[src/rtl/mem_stage_pkg.sv]
// Shared definitions for the memory-access stage: bus widths, payload layouts,
// load one-hot and exception vector bit positions.
package mem_stage_pkg;

   localparam int unsigned EXC_NUM         = 7;
   localparam int unsigned LD_NUM          = 5;
   localparam int unsigned ES_RF_COLLECT_W = 39;
   localparam int unsigned MS_TO_WS_W      = 77;
   localparam int unsigned MS_RF_COLLECT_W = 38;

   // Load one-hot {ld_b, ld_bu, ld_h, ld_hu, ld_w}
   localparam int unsigned LD_B  = 4;
   localparam int unsigned LD_BU = 3;
   localparam int unsigned LD_H  = 2;
   localparam int unsigned LD_HU = 1;
   localparam int unsigned LD_W  = 0;

   // Exception vector {ale, 6 decode-stage bits}
   localparam int unsigned EXC_ALE    = 6;
   localparam int unsigned EXC_DS_MSB = 5;
   localparam int unsigned EXC_DS_LSB = 0;

   typedef struct packed {
      logic        res_from_mem;
      logic        rf_we;
      logic [4:0]  rf_waddr;
      logic [31:0] result;
   } es_rf_collect_t;

   typedef struct packed {
      logic        rf_we;
      logic [4:0]  rf_waddr;
      logic [31:0] result;
   } ms_rf_collect_t;

endpackage

[src/rtl/mem_stage_load_align.sv]
// Combinational load alignment: selects byte/half/word from the read data by
// byte offset and sign- or zero-extends according to the load one-hot.
module load_align
   import mem_stage_pkg::*;
(
   input  logic [31:0]       rdata_i,
   input  logic [1:0]        off_i,
   input  logic [LD_NUM-1:0] ld_i,
   output logic [31:0]       result_o
);

   logic [31:0] shifted;
   logic [7:0]  byte_v;
   logic [15:0] half_v;

   assign shifted = rdata_i >> {off_i, 3'b000};
   assign byte_v  = shifted[7:0];
   assign half_v  = off_i[1] ? rdata_i[31:16] : rdata_i[15:0];

   // Plain if-chain: non-load payloads carry an all-zero one-hot.
   always_comb begin
      result_o = '0;
      if (ld_i[LD_B]) begin
         result_o = {{24{byte_v[7]}}, byte_v};
      end else if (ld_i[LD_BU]) begin
         result_o = {24'b0, byte_v};
      end else if (ld_i[LD_H]) begin
         result_o = {{16{half_v[15]}}, half_v};
      end else if (ld_i[LD_HU]) begin
         result_o = {16'b0, half_v};
      end else if (ld_i[LD_W]) begin
         result_o = rdata_i;
      end
   end

endmodule

[src/rtl/mem_stage.sv]
// Memory-access pipeline stage: registers the execute payload, captures SRAM
// read data in the first cycle, aligns loads and hands off to write-back.
module mem_stage
   import mem_stage_pkg::*;
#(
   parameter int unsigned EXC_W = 7,
   parameter int unsigned LD_W  = 5
) (
   input  logic                       clk,
   input  logic                       resetn,
   output logic                       ms_allowin,
   input  logic                       es_to_ms_valid,
   input  logic [ES_RF_COLLECT_W-1:0] es_rf_collect,
   input  logic [31:0]                es_pc,
   input  logic [LD_W-1:0]            es_mem_inst_bus,
   input  logic [EXC_W-1:0]           es_to_ms_bus,
   input  logic [31:0]                data_sram_rdata,
   input  logic                       ws_allowin,
   input  logic                       wb_flush,
   output logic                       ms_to_ws_valid,
   output logic [EXC_W+69:0]          ms_to_ws_bus,
   output logic [MS_RF_COLLECT_W-1:0] ms_rf_collect,
   output logic                       ms_ex
);

   logic           ms_valid_q, ms_valid_d;
   es_rf_collect_t rf_q, rf_d;
   logic [31:0]    pc_q, pc_d;
   logic [LD_W-1:0]  ld_q, ld_d;
   logic [EXC_W-1:0] exc_q, exc_d;
   logic [31:0]    rdata_buf_q, rdata_buf_d;
   logic           first_cyc_q, first_cyc_d;

   logic           accept;
   logic [31:0]    rdata_eff;
   logic [31:0]    load_result;
   logic [31:0]    final_result;
   logic           has_exc;
   logic           rf_we_eff;
   ms_rf_collect_t fwd;

   assign ms_allowin = ~ms_valid_q | ws_allowin;
   assign accept     = es_to_ms_valid & ms_allowin & ~wb_flush;

   always_comb begin
      ms_valid_d  = ms_valid_q;
      rf_d        = rf_q;
      pc_d        = pc_q;
      ld_d        = ld_q;
      exc_d       = exc_q;
      first_cyc_d = accept;
      // SRAM data is only valid in the first cycle; keep it for stalls.
      rdata_buf_d = first_cyc_q ? data_sram_rdata : rdata_buf_q;
      if (wb_flush) begin
         ms_valid_d = 1'b0;
      end else if (ms_allowin) begin
         ms_valid_d = es_to_ms_valid;
      end
      if (accept) begin
         rf_d  = es_rf_collect;
         pc_d  = es_pc;
         ld_d  = es_mem_inst_bus;
         exc_d = es_to_ms_bus;
      end
   end

   always_ff @(posedge clk or negedge resetn) begin
      if (!resetn) begin
         ms_valid_q  <= 1'b0;
         rf_q        <= '0;
         pc_q        <= '0;
         ld_q        <= '0;
         exc_q       <= '0;
         rdata_buf_q <= '0;
         first_cyc_q <= 1'b0;
      end else begin
         ms_valid_q  <= ms_valid_d;
         rf_q        <= rf_d;
         pc_q        <= pc_d;
         ld_q        <= ld_d;
         exc_q       <= exc_d;
         rdata_buf_q <= rdata_buf_d;
         first_cyc_q <= first_cyc_d;
      end
   end

   assign rdata_eff = first_cyc_q ? data_sram_rdata : rdata_buf_q;

   load_align u_load_align (
      .rdata_i  (rdata_eff),
      .off_i    (rf_q.result[1:0]),
      .ld_i     (ld_q),
      .result_o (load_result)
   );

   assign final_result = rf_q.res_from_mem ? load_result : rf_q.result;
   assign has_exc      = |exc_q;
   assign rf_we_eff    = rf_q.rf_we & ~has_exc;

   assign fwd.rf_we    = rf_we_eff & ms_valid_q;
   assign fwd.rf_waddr = rf_q.rf_waddr;
   assign fwd.result   = final_result;

   assign ms_to_ws_valid = ms_valid_q & ~wb_flush;
   assign ms_to_ws_bus   = {exc_q, pc_q, rf_we_eff, rf_q.rf_waddr, final_result};
   assign ms_rf_collect  = fwd;
   assign ms_ex          = ms_valid_q & has_exc;

endmodule

[config.mk]
export PLATFORM = sky130hd
export DESIGN_NAME = mem_stage
export DESIGN_NICKNAME = d
export VERILOG_FILES = /design/src/rtl/mem_stage_pkg.sv /design/src/rtl/mem_stage_load_align.sv /design/src/rtl/mem_stage.sv
export SDC_FILE = /design/constraint.sdc
export NUM_CORES = 1
export LEC_CHECK = 0
export CAP_MARGIN = 30
export CORE_ASPECT_RATIO = 1.5
export CORE_MARGIN = 3
export CORE_UTILIZATION = 47
export DETAILED_ROUTE_END_ITERATION = 8
export GPL_ROUTABILITY_DRIVEN = 0
export PLACE_DENSITY = 0.95
export SLEW_MARGIN = 30
export SYNTH_ARGS = -nofsm -noshare
export SYNTH_HDL_FRONTEND = slang
export SYNTH_SLANG_ARGS = --single-unit
export TNS_END_PERCENT = 10
[constraint.sdc]
create_clock -name clk -period 6.3 [get_ports clk]
set_clock_uncertainty 0.15 [all_clocks]
set_input_delay 1.26 -clock clk [delete_from_list [all_inputs] [get_ports clk]]
set_output_delay 1.26 -clock clk [all_outputs]
set_load 0.02 [all_outputs]
# After elaboration in Yosys (flattened, before gate mapping)
# Index checks and enable logic that the tools add are counted.
[totals]
reg_bits = 117
[op_classes]
shift = 1
mux = 10
bitwise_logic = 10
n_reduce_logical = 2
[op_table]
columns = ["cell", "n"]
rows = [
  ["$mux 32", 7],
  ["$shr 32x5->8", 1],
  ["$mux 16", 1],
  ["$reduce_or 7->1", 1],
  ["$and 1x1->1", 6],
  ["$not 1->1", 3],
  ["$mux 1", 2],
  ["$reduce_bool 2->1", 1],
  ["$or 1x1->1", 1],
]

# Longest topological paths before layout
[depth]
depth_word = 7
mapped_depth = 8

# Hierarchy
# Synthesis repeated with hierarchy kept, for this count alone.
[unflattened]
cells_unflattened = 451
hier_area_um2 = 5863.1
[by_module_without_submodules]
columns = ["mod", "instances", "cells_each", "area_per_inst_um2"]
rows = [
  ["mem_stage", 1, 335, 5121.2],
  ["load_align", 1, 116, 742.0],
]

# Worst setup path before layout
# No wires, ideal clock.
[synth_path]
path_kind = "in2out"
startpoint = "in data_sram_rdata[31]"
endpoint = "out ms_to_ws_bus[30]"
arrival_time_ns = 2.695
path_slack_ns = 2.195
cell_stages = 6
path_buffers = 2
cell_sequence = "mux4_2 o211ai_4 buf_6 nor2_1 a211o_1 buf_4"
[synth_between]
elab_chain_cells = 6
[synth_lines]
columns = ["item", "line", "text"]
rows = [
  ["from (decl)", "mem_stage.sv:17", "input logic [31:0] data_sram_rdata,"],
  ["$mux 32 (*)", "mem_stage.sv:87", "assign rdata_eff = first_cyc_q ? data_sram_rdata : rdata_buf_q;"],
  ["branches (longest 3 deep; another with $shr 32x5->8)", "--", ""],
  ["$mux 32 (*)", "mem_stage_load_align.sv:23", "if (ld_i[LD_B]) begin"],
  ["$mux 32 (*)", "mem_stage.sv:96", "assign final_result = rf_q.res_from_mem ? load_result : rf_q.result;"],
  ["to (decl)", "mem_stage.sv:21", "output logic [EXC_W+69:0] ms_to_ws_bus,"],
]
# Mark *: on every way between the ends.

# Worst setup path in the final report
[layout_path]
startpoint = "in data_sram_rdata[15]"
endpoint = "out ms_rf_collect[30]"
[layout_between]
elab_chain_cells = 6
[layout_lines]
columns = ["item", "line", "text"]
rows = [
  ["$mux 32 (*)", "mem_stage.sv:87", ""],
  ["branches (longest 3 deep; another with $shr 32x5->8)", "--", ""],
  ["$mux 32 (*)", "mem_stage_load_align.sv:23", ""],
  ["$mux 32 (*)", "mem_stage.sv:96", ""],
  ["to (decl)", "mem_stage.sv:22", "output logic [MS_RF_COLLECT_W-1:0] ms_rf_collect,"],
]
# Marks and branches as above.

==> impl_results.rst <==
.. list-table::
   :header-rows: 1

   * - Metric
     - Value
   * - Clock share of power
     - between 30% and 40%
   * - Number of antenna violations at the first check in global routing
     - 0
   * - Number of warnings issued by yosys
     - 0
   * - Congestion Overflow GR
     - 0
   * - Worst min-delay path class
     - register to register
   * - Area occupied by multi-input gates
     - 0.00249 sq mm
   * - Worst setup SP type
     - input port
   * - Pins Over Slew Limit
     - 0
   * - Effective utilization at floorplan
     - approximately half
   * - Area share of the largest cell type after synthesis
     - 49.6%
   * - Count of state elements after synthesis
     - 117
   * - Iter 0 DRT Violations
     - between 150 and 200
   * - Type of the worst setup path
     - input port to output port
   * - Switching power total
     - 977 uW
   * - Clock insertion delay at the later pin of the skew report
     - 400 ps
   * - DIE HEIGHT
     - 143 microns
   * - Sum of internal, switching and leakage power
     - 3.06 mW
   * - Kind of cell adding the most delay to the critical path
     - compound AO/OA/AOI/OAI gates
   * - Share of the clock period used by the worst path after layout
     - slightly above 80%
   * - Core Rows
     - approximately 50
   * - Ant diodes
     - 0
   * - Achievable frequency
     - 195 MHz
   * - Commonest cells post-synth
     - 117 x sky130_fd_sc_hd__dfrtp_1, 113 x sky130_fd_sc_hd__mux2_2, 44 x sky130_fd_sc_hd__buf_4
   * - Number of primary I/O pins
     - 238
   * - EDFF count, synth
     - 0
   * - Share of the yosys chip area belonging to registers
     - 49.6%
   * - Fillers
     - slightly above 800
   * - WP data required
     - a little under 5000 ps
   * - Arrival time at the worst endpoint
     - 3730 ps
   * - Leak pwr
     - 3.47 nW
   * - Post-synth net total
     - 597
   * - Routed wire length
     - about 18 mm
   * - Critical Path Fanout Max
     - 16
   * - Core box area
     - 0.0121 sq mm
   * - Share of power burned in registers
     - 32.5%
   * - Number of global-route vias before repair
     - 5107
   * - Post-route core utilization
     - 71.0%
   * - Most numerous cell in the Yosys netlist
     - sky130_fd_sc_hd__dfrtp_1
   * - Master cell of the clock root buffer
     - sky130_fd_sc_hd__clkbuf_16
   * - Synth unique cells
     - 41
   * - Worst slew pin tran
     - 945 ps
   * - Final setup slack of the worst path
     - 1160 ps
   * - Routed WL per cell
     - 21.5 microns
   * - Async set-reset flop share out of synthesis
     - 100%
   * - Total Nets Final
     - about 800
   * - Total CTS buffers
     - 17
   * - RSZ-0062 raised after global routing
     - no
   * - Die W
     - between 90 and 100 microns
   * - Crit-path cells
     - clkdlybuf4s50_1 -> mux2i_1 -> o22a_1 -> a21oi_2 -> a211o_1 -> clkdlybuf4s50_1
   * - Most area-hungry cell type in the Yosys netlist
     - sky130_fd_sc_hd__dfrtp_1
   * - Antenna Violating Nets Remaining
     - 0
   * - Status
     - finished clean
   * - Pin count of the biggest net entering global routing
     - 88
   * - Synth top area cells
     - sky130_fd_sc_hd__dfrtp_1 50%, sky130_fd_sc_hd__mux2_2 22%, sky130_fd_sc_hd__buf_4 5.6%, sky130_fd_sc_hd__mux4_2 4.6%, sky130_fd_sc_hd__nor2_1 2.4%
   * - Synth-to-layout area growth
     - 46.1%
   * - Setup fix buffers added after clock tree synthesis
     - 0
   * - Total of buffers placed on input and output ports
     - 237
   * - Maximum clock insertion buffer count
     - 2
   * - Crit. End Element
     - output port
   * - Area taken by flip-flops and latches
     - 0.00293 sq mm
   * - Global router's overall resource usage
     - 25.0%
   * - Wire length of the first global-routing pass
     - 27.5 mm
   * - Netlist area before placement
     - 0.00590 sq mm
   * - Power per Cell Area
     - 355 mW/mm^2
   * - CTS H-Tree Depth
     - 4
   * - Filler-free cell count of the finished design
     - a little over 800
   * - Cts hold-fix bufs
     - 0
   * - Syn avg cell area
     - 12.4 sq um
   * - Synthesized instance count
     - between 400 and 500
   * - Post-detailed-route via-to-cell ratio
     - 5.68
   * - Most used cell, CP
     - sky130_fd_sc_hd__clkdlybuf4s50_1
   * - Placed cells
     - 795
   * - Share of layout cells above drive strength 1
     - 24.8%
   * - Top flip-flop cell by instance count after synthesis
     - sky130_fd_sc_hd__dfrtp_1
   * - DRC
     - 0
   * - Library cell contributing the largest single delay on the critical path
     - sky130_fd_sc_hd__a21oi_2
   * - Share of power burned in combinational logic
     - 35.5%
   * - Final number of hold-violating endpoints
     - 0
   * - Power Internal
     - 2.09 mW
   * - TritonCTS clock tree
     - yes
   * - Setup TNS
     - 0 ps
   * - Relative slew slack
     - 37.0%
   * - Number of optimization iterations in the first detailed-route pass
     - 7
   * - Worst path max stage delay
     - 680 ps
   * - Overall die area
     - 0.0140 sq mm
   * - Clk slew on worst S/H paths
     - 50 ps
   * - Time the worst path needs with I/O delays and setup
     - ~5100 ps
   * - Switching portion of total power
     - 31.9%
   * - Buffer and inverter count on the worst path
     - 2
   * - MaxCap Viol Count
     - 0
   * - Worst slack after detailed placement
     - 1220 ps
   * - Post-cts sizing count
     - 0
   * - Post-DP HPWL
     - 13.0 mm
   * - Setup violation total in the final timing report
     - 0
   * - CTS sink cnt
     - about 120
   * - Via count
     - between 4000 and 5000
   * - Worst ir drop on vdd
     - 0.254 mV
-- metal layers --
| layer | part of all wire (%) | global-route usage [%] | wire, microns | up-vias |
|---|---|---|---|---|
| li1 | - | - | - | 2060 |
| met1 | 35 | 27.3 | 6120 | 2328 |
| met2 | 56 | 46.6 | 9920 | 251 |
| met3 | 6.2 | 5.33 | 1100 | 54 |
| met4 | 3.3 | 10.4 | 592 | 0 |
| met5 | 0 | 0 | 0 | - |
-- state kept, by name, summed over array words and instances, names as in the netlist --
register	count
rf_q	34
pc_q	32
rdata_buf_q	32
exc_q	7
ld_q	5
ms_rf_collect	5
first_cyc_q	1
ms_valid_q	1
-- worst register-to-register path, cell delays in order, from the launching register on --
cell	delay, ps
sky130_fd_sc_hd__dfrtp_1	400
sky130_fd_sc_hd__nor2b_1	190
sky130_fd_sc_hd__nor3b_4	200
sky130_fd_sc_hd__buf_6	620
sky130_fd_sc_hd__mux2_2	490
-- final timing paths --
path | from | to | slack [ps] | depth (start not counted)
setup / recovery | data_sram_rdata[15] | ms_rf_collect[30] | 1160 | 6
hold / removal | pc_q[3] | pc_q[3] | 350 | 1
setup reg to reg | ms_valid_q | rf_q[11] | 4130 | 4
hold reg to reg | pc_q[3] | pc_q[3] | 350 | 1
max in group asynchronous | resetn | first_cyc_q | 3890 | 2
min in group asynchronous | resetn | pc_q[1] | 760 | 1
-- power groups by stage --
| stage | clock network, mW | registers (mW) | logic [mW] |
|---|---|---|---|
| finish | 0.982 | 0.995 | 1.09 |
| global placement | 0 | 0.986 | 1.06 |
| floorplan | 0 | 0.999 | 0.635 |
| global route | 1.02 | 1.01 | 1.14 |
| CTS | 0.995 | 0.991 | 1.09 |
| detailed placement | 0 | 0.999 | 1.08 |
-- cell families after synthesis --
| family | Yosys count | share of synthesized area, % |
|---|---|---|
| AO/OA/AOI/OAI | 72 | 8.97 |
| multiplexers | 127 | 26.5 |
| AND/OR/NAND/NOR | 83 | 6.64 |
| flip-flops | 117 | 49.6 |
| buffers and inverters | 78 | 8.29 |
-- layout by cell type, fill, tap and decap left out, types with 3 or more instances in the layout --
master / count
sky130_fd_sc_hd__a32oi_1: 5
sky130_fd_sc_hd__nand3_1: 5
sky130_fd_sc_hd__clkbuf_8: 3
sky130_fd_sc_hd__bufinv_16: 3
sky130_fd_sc_hd__nand2_1: 17
sky130_fd_sc_hd__a211o_1: 16
sky130_fd_sc_hd__nand4_1: 7
sky130_fd_sc_hd__nor2_1: 38
sky130_fd_sc_hd__o21ai_0: 3
sky130_fd_sc_hd__inv_1: 4
sky130_fd_sc_hd__a21oi_1: 26
sky130_fd_sc_hd__dfrtp_1: 115
sky130_fd_sc_hd__a41oi_1: 10
sky130_fd_sc_hd__nor2b_1: 4
sky130_fd_sc_hd__mux2_2: 113
sky130_fd_sc_hd__mux4_2: 12
sky130_fd_sc_hd__clkbuf_1: 3
sky130_fd_sc_hd__clkdlybuf4s50_1: 236
sky130_fd_sc_hd__clkbuf_16: 17
-- metrics by stage --
stage,cell area (sq um),hold slack (ps)
5_1_grt,8620,367
2_1_floorplan,5900,322
3_5_place_dp,8010,345
6_report,8620,354
4_1_cts,8620,357
3_3_place_gp,8010,330
-- layout make-up --
class / instances / area share [%]
Multi-Input combinational cell: 282 / 28.9
Sequential cell: 117 / 34.0
Inverter: 4 / 0.174
Timing Repair Buffer: 239 / 27.7
Clock inverter: 8 / 1.44
Clock buffer: 23 / 5.54
Tap cell: 153 / 2.22
Note: power is estimated with default switching activity, not from simulation.
